==> src/rtl/cam_pkg.sv <==
// Shared types and constants for the camera capture stage: pixel width,
// FSM encoding, byte phase and counter sizing for the largest supported frame.
package cam_pkg;
  localparam int PIX_W          = 16;
  localparam int FIFO_W         = PIX_W + 2;
  localparam int MAX_IMG_WIDTH  = 640;
  localparam int MAX_IMG_HEIGHT = 480;
  localparam int COL_W          = $clog2(MAX_IMG_WIDTH + 1);
  localparam int ROW_W          = $clog2(MAX_IMG_HEIGHT + 1);

  typedef enum logic [1:0] {
    ST_IDLE    = 2'd0,
    ST_ARM     = 2'd1,
    ST_FRAME   = 2'd2,
    ST_CAPTURE = 2'd3
  } cam_state_t;

  typedef enum logic {
    PH_HI = 1'b0,
    PH_LO = 1'b1
  } byte_phase_t;

  // FIFO entry layout: {hi byte, lo byte, eol, eof}
  function automatic logic [FIFO_W-1:0] pack_entry(input logic [7:0] hi, input logic [7:0] lo,
                                                   input logic eol, input logic eof);
    return {hi, lo, eol, eof};
  endfunction
endpackage

==> src/rtl/cam_pixel_fifo.sv <==
// Synchronous show-ahead FIFO for captured pixels; head entry is visible
// whenever the FIFO is not empty. A pop in the same cycle frees room for a push.
module cam_pixel_fifo
  import cam_pkg::*;
#(
  parameter int DEPTH = 4
) (
  input  logic              i_clk,
  input  logic              i_reset,
  input  logic              i_push,
  input  logic [FIFO_W-1:0] i_wdata,
  input  logic              i_pop,
  output logic [FIFO_W-1:0] o_rdata,
  output logic              o_empty,
  output logic              o_full
);
  localparam int AW = $clog2(DEPTH);
  localparam logic [AW:0] LP_PTR_ONE = {{AW{1'b0}}, 1'b1};

  logic [FIFO_W-1:0] r_mem [DEPTH];
  logic [AW:0]       r_wptr;
  logic [AW:0]       r_rptr;
  logic              w_do_push;
  logic              w_do_pop;

  assign o_empty   = (r_wptr == r_rptr);
  assign o_full    = (r_wptr[AW-1:0] == r_rptr[AW-1:0]) && (r_wptr[AW] != r_rptr[AW]);
  assign w_do_pop  = i_pop && !o_empty;
  assign w_do_push = i_push && (!o_full || w_do_pop);
  assign o_rdata   = r_mem[r_rptr[AW-1:0]];

  // Pointer and storage update
  always_ff @(posedge i_clk) begin
    if (i_reset) begin
      r_wptr <= '0;
      r_rptr <= '0;
      for (int i = 0; i < DEPTH; i++) begin
        r_mem[i] <= '0;
      end
    end else begin
      if (w_do_push) begin
        r_mem[r_wptr[AW-1:0]] <= i_wdata;
        r_wptr                <= r_wptr + LP_PTR_ONE;
      end
      if (w_do_pop) begin
        r_rptr <= r_rptr + LP_PTR_ONE;
      end
    end
  end
endmodule

==> src/rtl/cam_pixel_capture.sv <==
// Frame-aligned camera capture: pairs bytes into RGB565 pixels, decimates by
// 2^DEC_LOG2 in both axes and queues kept pixels on a valid/ready stream.
module cam_pixel_capture
  import cam_pkg::*;
#(
  parameter int IMG_WIDTH  = 640,
  parameter int IMG_HEIGHT = 480,
  parameter int DEC_LOG2   = 0,
  parameter int FIFO_DEPTH = 4
) (
  input  logic             i_clk,
  input  logic             i_reset,
  input  logic             i_start,
  input  logic [7:0]       i_cam_dat,
  input  logic             i_cam_href,
  input  logic             i_cam_vsync,
  output logic             o_cam_dat_en,
  output logic             o_busy,
  output logic             o_done,
  output logic             o_overflow,
  output logic [PIX_W-1:0] o_pix_data,
  output logic             o_pix_eol,
  output logic             o_pix_eof,
  output logic             o_pix_valid,
  input  logic             i_pix_ready
);
  localparam logic [COL_W-1:0] LP_COL_LIM  = COL_W'(IMG_WIDTH);
  localparam logic [ROW_W-1:0] LP_ROW_LIM  = ROW_W'(IMG_HEIGHT);
  localparam logic [COL_W-1:0] LP_COL_STEP = COL_W'(1 << DEC_LOG2);
  localparam logic [ROW_W-1:0] LP_ROW_STEP = ROW_W'(1 << DEC_LOG2);
  localparam logic [COL_W-1:0] LP_COL_MASK = LP_COL_STEP - COL_W'(1);
  localparam logic [ROW_W-1:0] LP_ROW_MASK = LP_ROW_STEP - ROW_W'(1);
  localparam logic [COL_W-1:0] LP_COL_EOL  = LP_COL_LIM - LP_COL_STEP;
  localparam logic [ROW_W-1:0] LP_ROW_EOF  = LP_ROW_LIM - LP_ROW_STEP;

  cam_state_t        r_state;
  cam_state_t        w_next_state;
  byte_phase_t       r_phase;
  logic [COL_W-1:0]  r_col;
  logic [ROW_W-1:0]  r_row;
  logic [7:0]        r_hi;
  logic              r_href_d;
  logic              r_done;
  logic              r_overflow;
  logic              r_busy;
  logic              r_dat_en;
  logic              w_clr_ovf;
  logic              w_frame_start;
  logic              w_frame_end;
  logic              w_cap;
  logic              w_lo_byte;
  logic              w_line_end;
  logic              w_keep;
  logic              w_eol;
  logic              w_eof;
  logic              w_pop;
  logic              w_drop;
  logic              w_empty;
  logic              w_full;
  logic [FIFO_W-1:0] w_rdata;

  // FSM state register
  always_ff @(posedge i_clk) begin
    if (i_reset) begin
      r_state <= ST_IDLE;
    end else begin
      r_state <= w_next_state;
    end
  end

  // FSM next state and frame-level strobes
  always_comb begin
    w_next_state  = r_state;
    w_clr_ovf     = 1'b0;
    w_frame_start = 1'b0;
    w_frame_end   = 1'b0;
    case (r_state)
      ST_IDLE: begin
        if (i_start) begin
          w_next_state = ST_ARM;
          w_clr_ovf    = 1'b1;
        end else begin
          w_next_state = ST_IDLE;
        end
      end
      ST_ARM: begin
        if (i_cam_vsync) begin
          w_next_state = ST_FRAME;
        end else begin
          w_next_state = ST_ARM;
        end
      end
      ST_FRAME: begin
        if (!i_cam_vsync) begin
          w_next_state  = ST_CAPTURE;
          w_frame_start = 1'b1;
        end else begin
          w_next_state = ST_FRAME;
        end
      end
      ST_CAPTURE: begin
        if (i_cam_vsync) begin
          w_next_state = ST_IDLE;
          w_frame_end  = 1'b1;
        end else begin
          w_next_state = ST_CAPTURE;
        end
      end
      default: begin
        w_next_state = ST_IDLE;
      end
    endcase
  end

  // CAPTURE is entered with vsync low, so vsync high there is always the rising edge
  assign w_cap      = (r_state == ST_CAPTURE) && !i_cam_vsync;
  assign w_lo_byte  = w_cap && i_cam_href && (r_phase == PH_LO);
  assign w_line_end = w_cap && r_href_d && !i_cam_href;
  assign w_keep     = w_lo_byte && (r_col < LP_COL_LIM) && (r_row < LP_ROW_LIM) &&
                      ((r_col & LP_COL_MASK) == '0) && ((r_row & LP_ROW_MASK) == '0);
  assign w_eol      = (r_col == LP_COL_EOL);
  assign w_eof      = w_eol && (r_row == LP_ROW_EOF);
  assign w_pop      = o_pix_valid && i_pix_ready;
  assign w_drop     = w_keep && w_full && !w_pop;

  // Byte pairing, counters and status flags
  always_ff @(posedge i_clk) begin
    if (i_reset) begin
      r_phase    <= PH_HI;
      r_col      <= '0;
      r_row      <= '0;
      r_hi       <= 8'h00;
      r_href_d   <= 1'b0;
      r_done     <= 1'b0;
      r_overflow <= 1'b0;
      r_busy     <= 1'b0;
      r_dat_en   <= 1'b0;
    end else begin
      r_done   <= w_frame_end;
      r_busy   <= (w_next_state != ST_IDLE);
      r_dat_en <= (w_next_state == ST_FRAME) || (w_next_state == ST_CAPTURE);
      r_href_d <= w_cap ? i_cam_href : 1'b0;
      if (w_clr_ovf) begin
        r_overflow <= 1'b0;
      end else if (w_drop) begin
        r_overflow <= 1'b1;
      end
      if (w_frame_start) begin
        r_col   <= '0;
        r_row   <= '0;
        r_phase <= PH_HI;
      end else if (w_line_end) begin
        r_col   <= '0;
        r_phase <= PH_HI;
        if (r_row < LP_ROW_LIM) begin
          r_row <= r_row + ROW_W'(1);
        end
      end else if (w_cap && i_cam_href) begin
        if (r_phase == PH_HI) begin
          r_hi    <= i_cam_dat;
          r_phase <= PH_LO;
        end else begin
          r_phase <= PH_HI;
          if (r_col < LP_COL_LIM) begin
            r_col <= r_col + COL_W'(1);
          end
        end
      end
    end
  end

  cam_pixel_fifo #(
    .DEPTH (FIFO_DEPTH)
  ) u_fifo (
    .i_clk   (i_clk),
    .i_reset (i_reset),
    .i_push  (w_keep),
    .i_wdata (pack_entry(r_hi, i_cam_dat, w_eol, w_eof)),
    .i_pop   (w_pop),
    .o_rdata (w_rdata),
    .o_empty (w_empty),
    .o_full  (w_full)
  );

  assign o_cam_dat_en = r_dat_en;
  assign o_busy       = r_busy;
  assign o_done       = r_done;
  assign o_overflow   = r_overflow;
  assign o_pix_valid  = !w_empty;
  assign {o_pix_data, o_pix_eol, o_pix_eof} = w_rdata;
endmodule

==> config.mk <==
export PLATFORM = sky130hd
export DESIGN_NAME = cam_pixel_capture
export DESIGN_NICKNAME = d
export VERILOG_FILES = /design/src/rtl/cam_pkg.sv /design/src/rtl/cam_pixel_fifo.sv /design/src/rtl/cam_pixel_capture.sv
export SDC_FILE = /design/constraint.sdc
export NUM_CORES = 1
export LEC_CHECK = 0
export CAP_MARGIN = 10
export CORE_UTILIZATION = 50
export CTS_CLUSTER_SIZE = 24
export DETAILED_ROUTE_END_ITERATION = 16
export PLACE_DENSITY = 0.7
export SYNTH_ARGS = -nofsm -noshare
export SYNTH_HDL_FRONTEND = slang
export SYNTH_SLANG_ARGS = --single-unit
==> constraint.sdc <==
create_clock -name i_clk -period 7.9 [get_ports i_clk]
set_input_delay 1.185 -clock i_clk [delete_from_list [all_inputs] [get_ports i_clk]]
set_output_delay 1.185 -clock i_clk [all_outputs]
set_load 0.005 [all_outputs]
Yosys cells after proc, flatten, opt, wreduce, memory -nomap -nowiden. Memories as Yosys holds them, arrays and structs flattened. A register that Yosys moved wholly into a read port is not among the register bits. Index checks and enable logic that the tools add are counted.

Register bits: 41. Bits in latches: 0. Bits in writable memories: 72. ROM bits: 0. Input bits: 14. Output and inout bits: 23. Memories kept: 1.

Add/subtract/negate cells: 4. Multiply operators: 0. Div/mod/pow operators: 0. $lt $le $gt $ge: 2. Equality and inequality tests: 10. Shift-type cells: 0. Muxes and demuxes: 21. Bitwise gates (word level): 5. Reductions and logical operators: 32.

Memories: u_fifo.r_mem (depth 4, bits a word 18, read ports 1, clocked after Yosys merged registers in 1, write ports 4, RTL line cam_pixel_fifo.sv:20) `logic [FIFO_W-1:0] r_mem [DEPTH];`.

Operator list (number): 18-bit two-way mux (1); 18-bit OR reduction (1); 1-bit logical AND (14); 1-bit two-way mux (14); 10-bit by 1-bit adder with 10-bit output (second input constant) (1); 10-bit == test (second input constant) (1); 10-bit less-than comparator (second input constant) (1); 2-bit two-way mux (5); 9-bit by 1-bit adder with 9-bit output (second input constant) (1); 9-bit == test (second input constant) (1); 9-bit less-than comparator (second input constant) (1); 2-bit == test (second input constant) (4); 2-bit case mux with 4 select lines (1); 2-bit OR reduction (4); 3-bit by 1-bit adder with 3-bit output (second input constant) (2); 1-bit zero test (5); 1-bit NOT (5); 4-bit AND reduction (1); 3-bit == test (1); 3-bit AND reduction (1); 3-bit OR reduction (1); 2-bit by 1-bit == test with 1-bit output (second input constant) (1); 2-bit == test (1); 2-bit zero test (1); 4 further kinds (5).

Depth between registers and ports, before layout.
Word-level depth: 12. Depth in mapped cells: 7. Gate-level depth less buffers: 5.

Cells and area by module. A second synthesis with hierarchy kept.

Cell total of the unflattened synthesis: 418. Area total of the unflattened synthesis: 5121.2 µm².

Modules (own cells, without submodules): cam_pixel_fifo (instances 1, cells an instance 254, area an instance 3592.2 µm², sequential area each 2322.2 µm²); cam_pixel_capture (instances 1, cells an instance 164, area an instance 1529.0 µm², sequential area each 680.7 µm²).

Worst setup path before layout. No wires, ideal clock.

Path type: input to register. Start: input port i_cam_vsync. End: memory u_fifo.r_mem[2][0] (netlist bit), enable pin. Setup time: 418 ps. Arrival: 3430 ps. Slack: 4052 ps. Stages: 6. Path through: and4b_1 buf_6 nand3_4 or2_1 buf_2 o21ai_0.

RTL lines: start, declared (RTL line cam_pixel_capture.sv:16) `input logic i_cam_vsync,`; end, declared (RTL line cam_pixel_fifo.sv:20).

==> results.txt <==
For this block, the routed nets add up to 9880 um of wire. The average instance in the mapped netlist occupies 13.4 um2. The flop and latch count out of synthesis is around 110. The share of total power consumed by net switching is between 20% and 30%. Summing every instance area after synthesis gives 5160 um2. The total count of hold-check failures in the final report is 0.

Sequential cells were found to cover between 50% and 60% of the synthesized design area. The largest net degree at the start of global routing is 31. The cell with the largest stage delay on the worst path is sky130_fd_sc_hd__dfxtp_1. The number of sinks handled by clock tree synthesis came out at 114. The via count of the first global-routing pass came out at 3252.

The simple-gate area share of the yosys netlist came out at about a fifth. The worst setup slack for register-to-register paths came out at 5090 ps. The design internal power is approximately 1.2 mW.

The average wire per cell in the routed design came out at 17.2 um. The count of distinct cell types in the synthesized netlist is 61. The arrival time at the worst endpoint came out at 2350 ps. The portion of total power attributed to sequential cells came out at 43.9%. The number of H-tree levels is 4.

The period utilization is 44.7%. CTS placed an instance of sky130_fd_sc_hd__clkbuf_8 at the clock tree root. The final setup TNS came out at 0 ps. The number of rows in the core area came out at 36. For this block, the initial DRC count from the detailed router was 121. The critical path goes through mux4_2, clkdlybuf4s50_1. The number of max-cap violations came out at 0. Port buffering added 36 buffers.

The die outline area is 10700 um2. The number of antenna violations at the first check in global routing came out at 0. The horizontal extent of the die is 104 um. The maximum vdd drop is between 0.0001 and 0.00015 V. The via density per instance came out at 5.44.

The clock reaches the later pin of the worst-skew pair after 510 ps. The post-layout minimum cycle time is 3530 ps. The worst hold path belongs to the class flop to flop. Synthesis produced a netlist with a net count of 404. The count of nets left with antenna violations once routing finished came out at 0. The post-synthesis to final-layout area growth is 21.0%. The overall fraction of global-route tracks in use is between 20% and 30%. The headroom to the max-slew limit is around 33%.

In the routed design, unresolved DRC markers number 0. The Yosys warning count came out at 0. The critical-path maximum fanout came out at 18. The filler cell count in the final layout came out at around 730. The floorplan core area came out at 9860 um2. The iteration count of the initial detailed-routing pass is 4. The total buffers and inverters traversed by the critical path came out at 1. The reported leakage power is around 2.1 nW. After clock tree synthesis, the clock-pin slew on the worst setup and hold paths is 60 ps.

The capturing element type of the critical path is an output port. The wire length of the first global-routing pass is roughly 17000 um. The number of nets in the finished design is about 450. The total net switching power came out at 298 uW. The adder-cell share of the synthesized area came out at 0.970%.

The CTS tree is done. The number of buffers inserted during clock tree synthesis is 17. The starting density of the core is between 50 and 60%. The share of post-route cells with drive strength above 1 is 17.7%. The antenna cell count is 0. Among cell families on the critical path, the largest total delay comes from flip-flops. The number of hold buffers added after CTS came out at 0. The die is 104 um tall. Setup repair after global routing left no endpoint under its margin. The clock network accounts for 53.0% of the total power. After legalization and detailed placement, the total HPWL measured ~5900 um. The portion of netlist area occupied by mux cells is 10.0%. The worst setup path category is flop to output port. The setup clock skew after layout is 8.79 ps. The via count came out at roughly 3100. The number of synthesized flops with an enable pin is 72. The worst path required time came out at ~6700 ps. The flow ran to the end, and the final reports show no timing, DRC or antenna violations. The post-layout total power came out at roughly 1.5 mW. The max-slew violation total from the final report is 0.

The xor/xnor share of the synthesized area came out at 3.01%. In this run the post-CTS setup repair buffer count came out at 0. The synthesized netlist devotes roughly 4.8% of its cell area to compound gates. The delay of the slowest cell on the worst path is 920 ps. The number of instances resized during post-cts repair came out at 0. The proportion of register bits with asynchronous set or reset after synthesis is 0%. The global placer's final weighted congestion is 0.735. The final global-route overflow total is 0. The power density relative to cell area came out at 238 nW/um2. For the pin with the worst max-slew slack, the measured transition is 996 ps. The combinational power share is 3.1%. After synthesis, the largest family of logic cells by area is simple AND/OR/NAND/NOR gates. The sort of element at the start of the critical path is a flop.

The number of setup violations in the final report came out at 0. The maximum number of buffers from clock root to sink is 2. The number of ports placed on the die boundary is 37. The upper clock frequency limit came out at 283 MHz. Synthesis produced a netlist whose cell count is 386. Among all flip-flop cells after synthesis, the most frequent one is sky130_fd_sc_hd__edfxtp_1.
[registers in the layout (all words and copies together), names as in the netlist, named ones only]
signal,cells
o_done,1
r_col,10
r_hi,8
r_href_d,1
r_row,9
u_fifo.r_rptr,3
o_overflow,1
o_busy,1
u_fifo.r_mem,72
r_phase,1
u_fifo.r_wptr,3
r_state,2
[cell families after synthesis]
kind of cell	Yosys count
simple gates	166
flops	114
compound gates	35
mux	29
buf+inv	22
xor+xnor	16
fa+ha+maj	4
[Yosys cell counts, types with 3 or more instances]
cell	instances	share of area, %
sky130_fd_sc_hd__a21oi_1	10	0.97
sky130_fd_sc_hd__a31oi_1	3	0.36
sky130_fd_sc_hd__and2_1	64	7.8
sky130_fd_sc_hd__buf_2	6	0.58
sky130_fd_sc_hd__buf_6	3	0.65
sky130_fd_sc_hd__clkbuf_1	7	0.51
sky130_fd_sc_hd__dfxtp_1	42	16
sky130_fd_sc_hd__edfxtp_1	72	42
sky130_fd_sc_hd__ha_1	4	0.97
sky130_fd_sc_hd__inv_1	3	0.22
sky130_fd_sc_hd__mux2i_1	11	2.1
sky130_fd_sc_hd__mux4_2	18	7.9
sky130_fd_sc_hd__nand2_1	12	0.87
sky130_fd_sc_hd__nand2b_1	3	0.36
sky130_fd_sc_hd__nand3_1	4	0.39
sky130_fd_sc_hd__nand4_1	5	0.61
sky130_fd_sc_hd__nand4b_1	3	0.51
sky130_fd_sc_hd__nor2_1	29	2.1
sky130_fd_sc_hd__nor3_1	4	0.39
sky130_fd_sc_hd__nor4_1	4	0.49
sky130_fd_sc_hd__o21ai_0	7	0.68
sky130_fd_sc_hd__o31ai_1	6	0.87
sky130_fd_sc_hd__or3_1	5	0.61
sky130_fd_sc_hd__or4_1	4	0.58
sky130_fd_sc_hd__xnor2_1	7	1.2
sky130_fd_sc_hd__xor2_1	7	1.2
[metal layers]
| metal | track usage, % | routed length, um | vias up |
|---|---|---|---|
| met2 | 34.3 | 5120 | 57 |
| met1 | 24.3 | 4220 | 1546 |
| li1 | - | - | 1509 |
| met4 | 8.80 | 188 | 0 |
| met5 | 0 | 0 | - |
| met3 | 5.41 | 353 | 13 |
[final timing paths]
| kind | from | end | cells past startpoint |
|---|---|---|---|
| worst max-delay path | flop | o_pix_data[15] | 2 |
| worst min-delay path | r_col[5] | r_col[5] | 2 |
| worst max register to register | u_fifo.r_wptr[0] | u_fifo.r_mem[0][2] | 4 |
| worst min register to register | r_col[5] | r_col[5] | 2 |
[worst register-to-register path, stage by stage, from the launching register on]
cell                      delay [ps]
sky130_fd_sc_hd__dfxtp_1         510
sky130_fd_sc_hd__xor2_2          180
sky130_fd_sc_hd__o41ai_4         880
sky130_fd_sc_hd__or4_4           280
sky130_fd_sc_hd__nand2_1         500
[final cells by class]
cell class              count  area, um2  share of cell area (%)
multi-input cells         250       2040                    32.7
clock buffers              19        432                    6.92
clock inverters            13        185                    2.97
inverters                   4       15.0                   0.241
flip-flops and latches    114       3000                    48.1
well taps                 133        166                    2.67
repair buffers             41        398                    6.37
[power groups by stage]
stage / sequential (mW) / combinational [mW] / clock (mW)
2_1_floorplan: 0.662 / 0.0215 / 0
3_5_place_dp: 0.665 / 0.0467 / 0
5_1_grt: 0.654 / 0.0501 / 0.822
4_1_cts: 0.652 / 0.0471 / 0.793
6_report: 0.652 / 0.0465 / 0.786
3_3_place_gp: 0.664 / 0.0464 / 0
[placed cells by master, fill, tap and decap left out, drive strengths merged, types with 10 or more instances in the layout]
cell,count
edfxtp,72
and2,64
dfxtp,42
clkdlybuf4s50,36
nor2,29
clkbuf,19
mux4,18
nand2,12
mux2i,11
a21oi,10
[per-stage QoR]
| step | cell area (um2) | instances | hold WS, ps | setup WS [ps] | util (%) |
|---|---|---|---|---|---|
| after CTS | 6240 | 574 | 517 | 4320 | 63.3 |
| after detailed placement | 5630 | 542 | 488 | 3820 | 57.0 |
| after global placement | 5630 | 542 | 470 | 3920 | 57.0 |
| final | 6240 | 574 | 524 | 4370 | 63.3 |
| after floorplan | 5160 | 386 | 452 | 4050 | - |
| after global routing | 6240 | 574 | 543 | 4220 | 63.3 |
(Power assumes the default switching activity.)
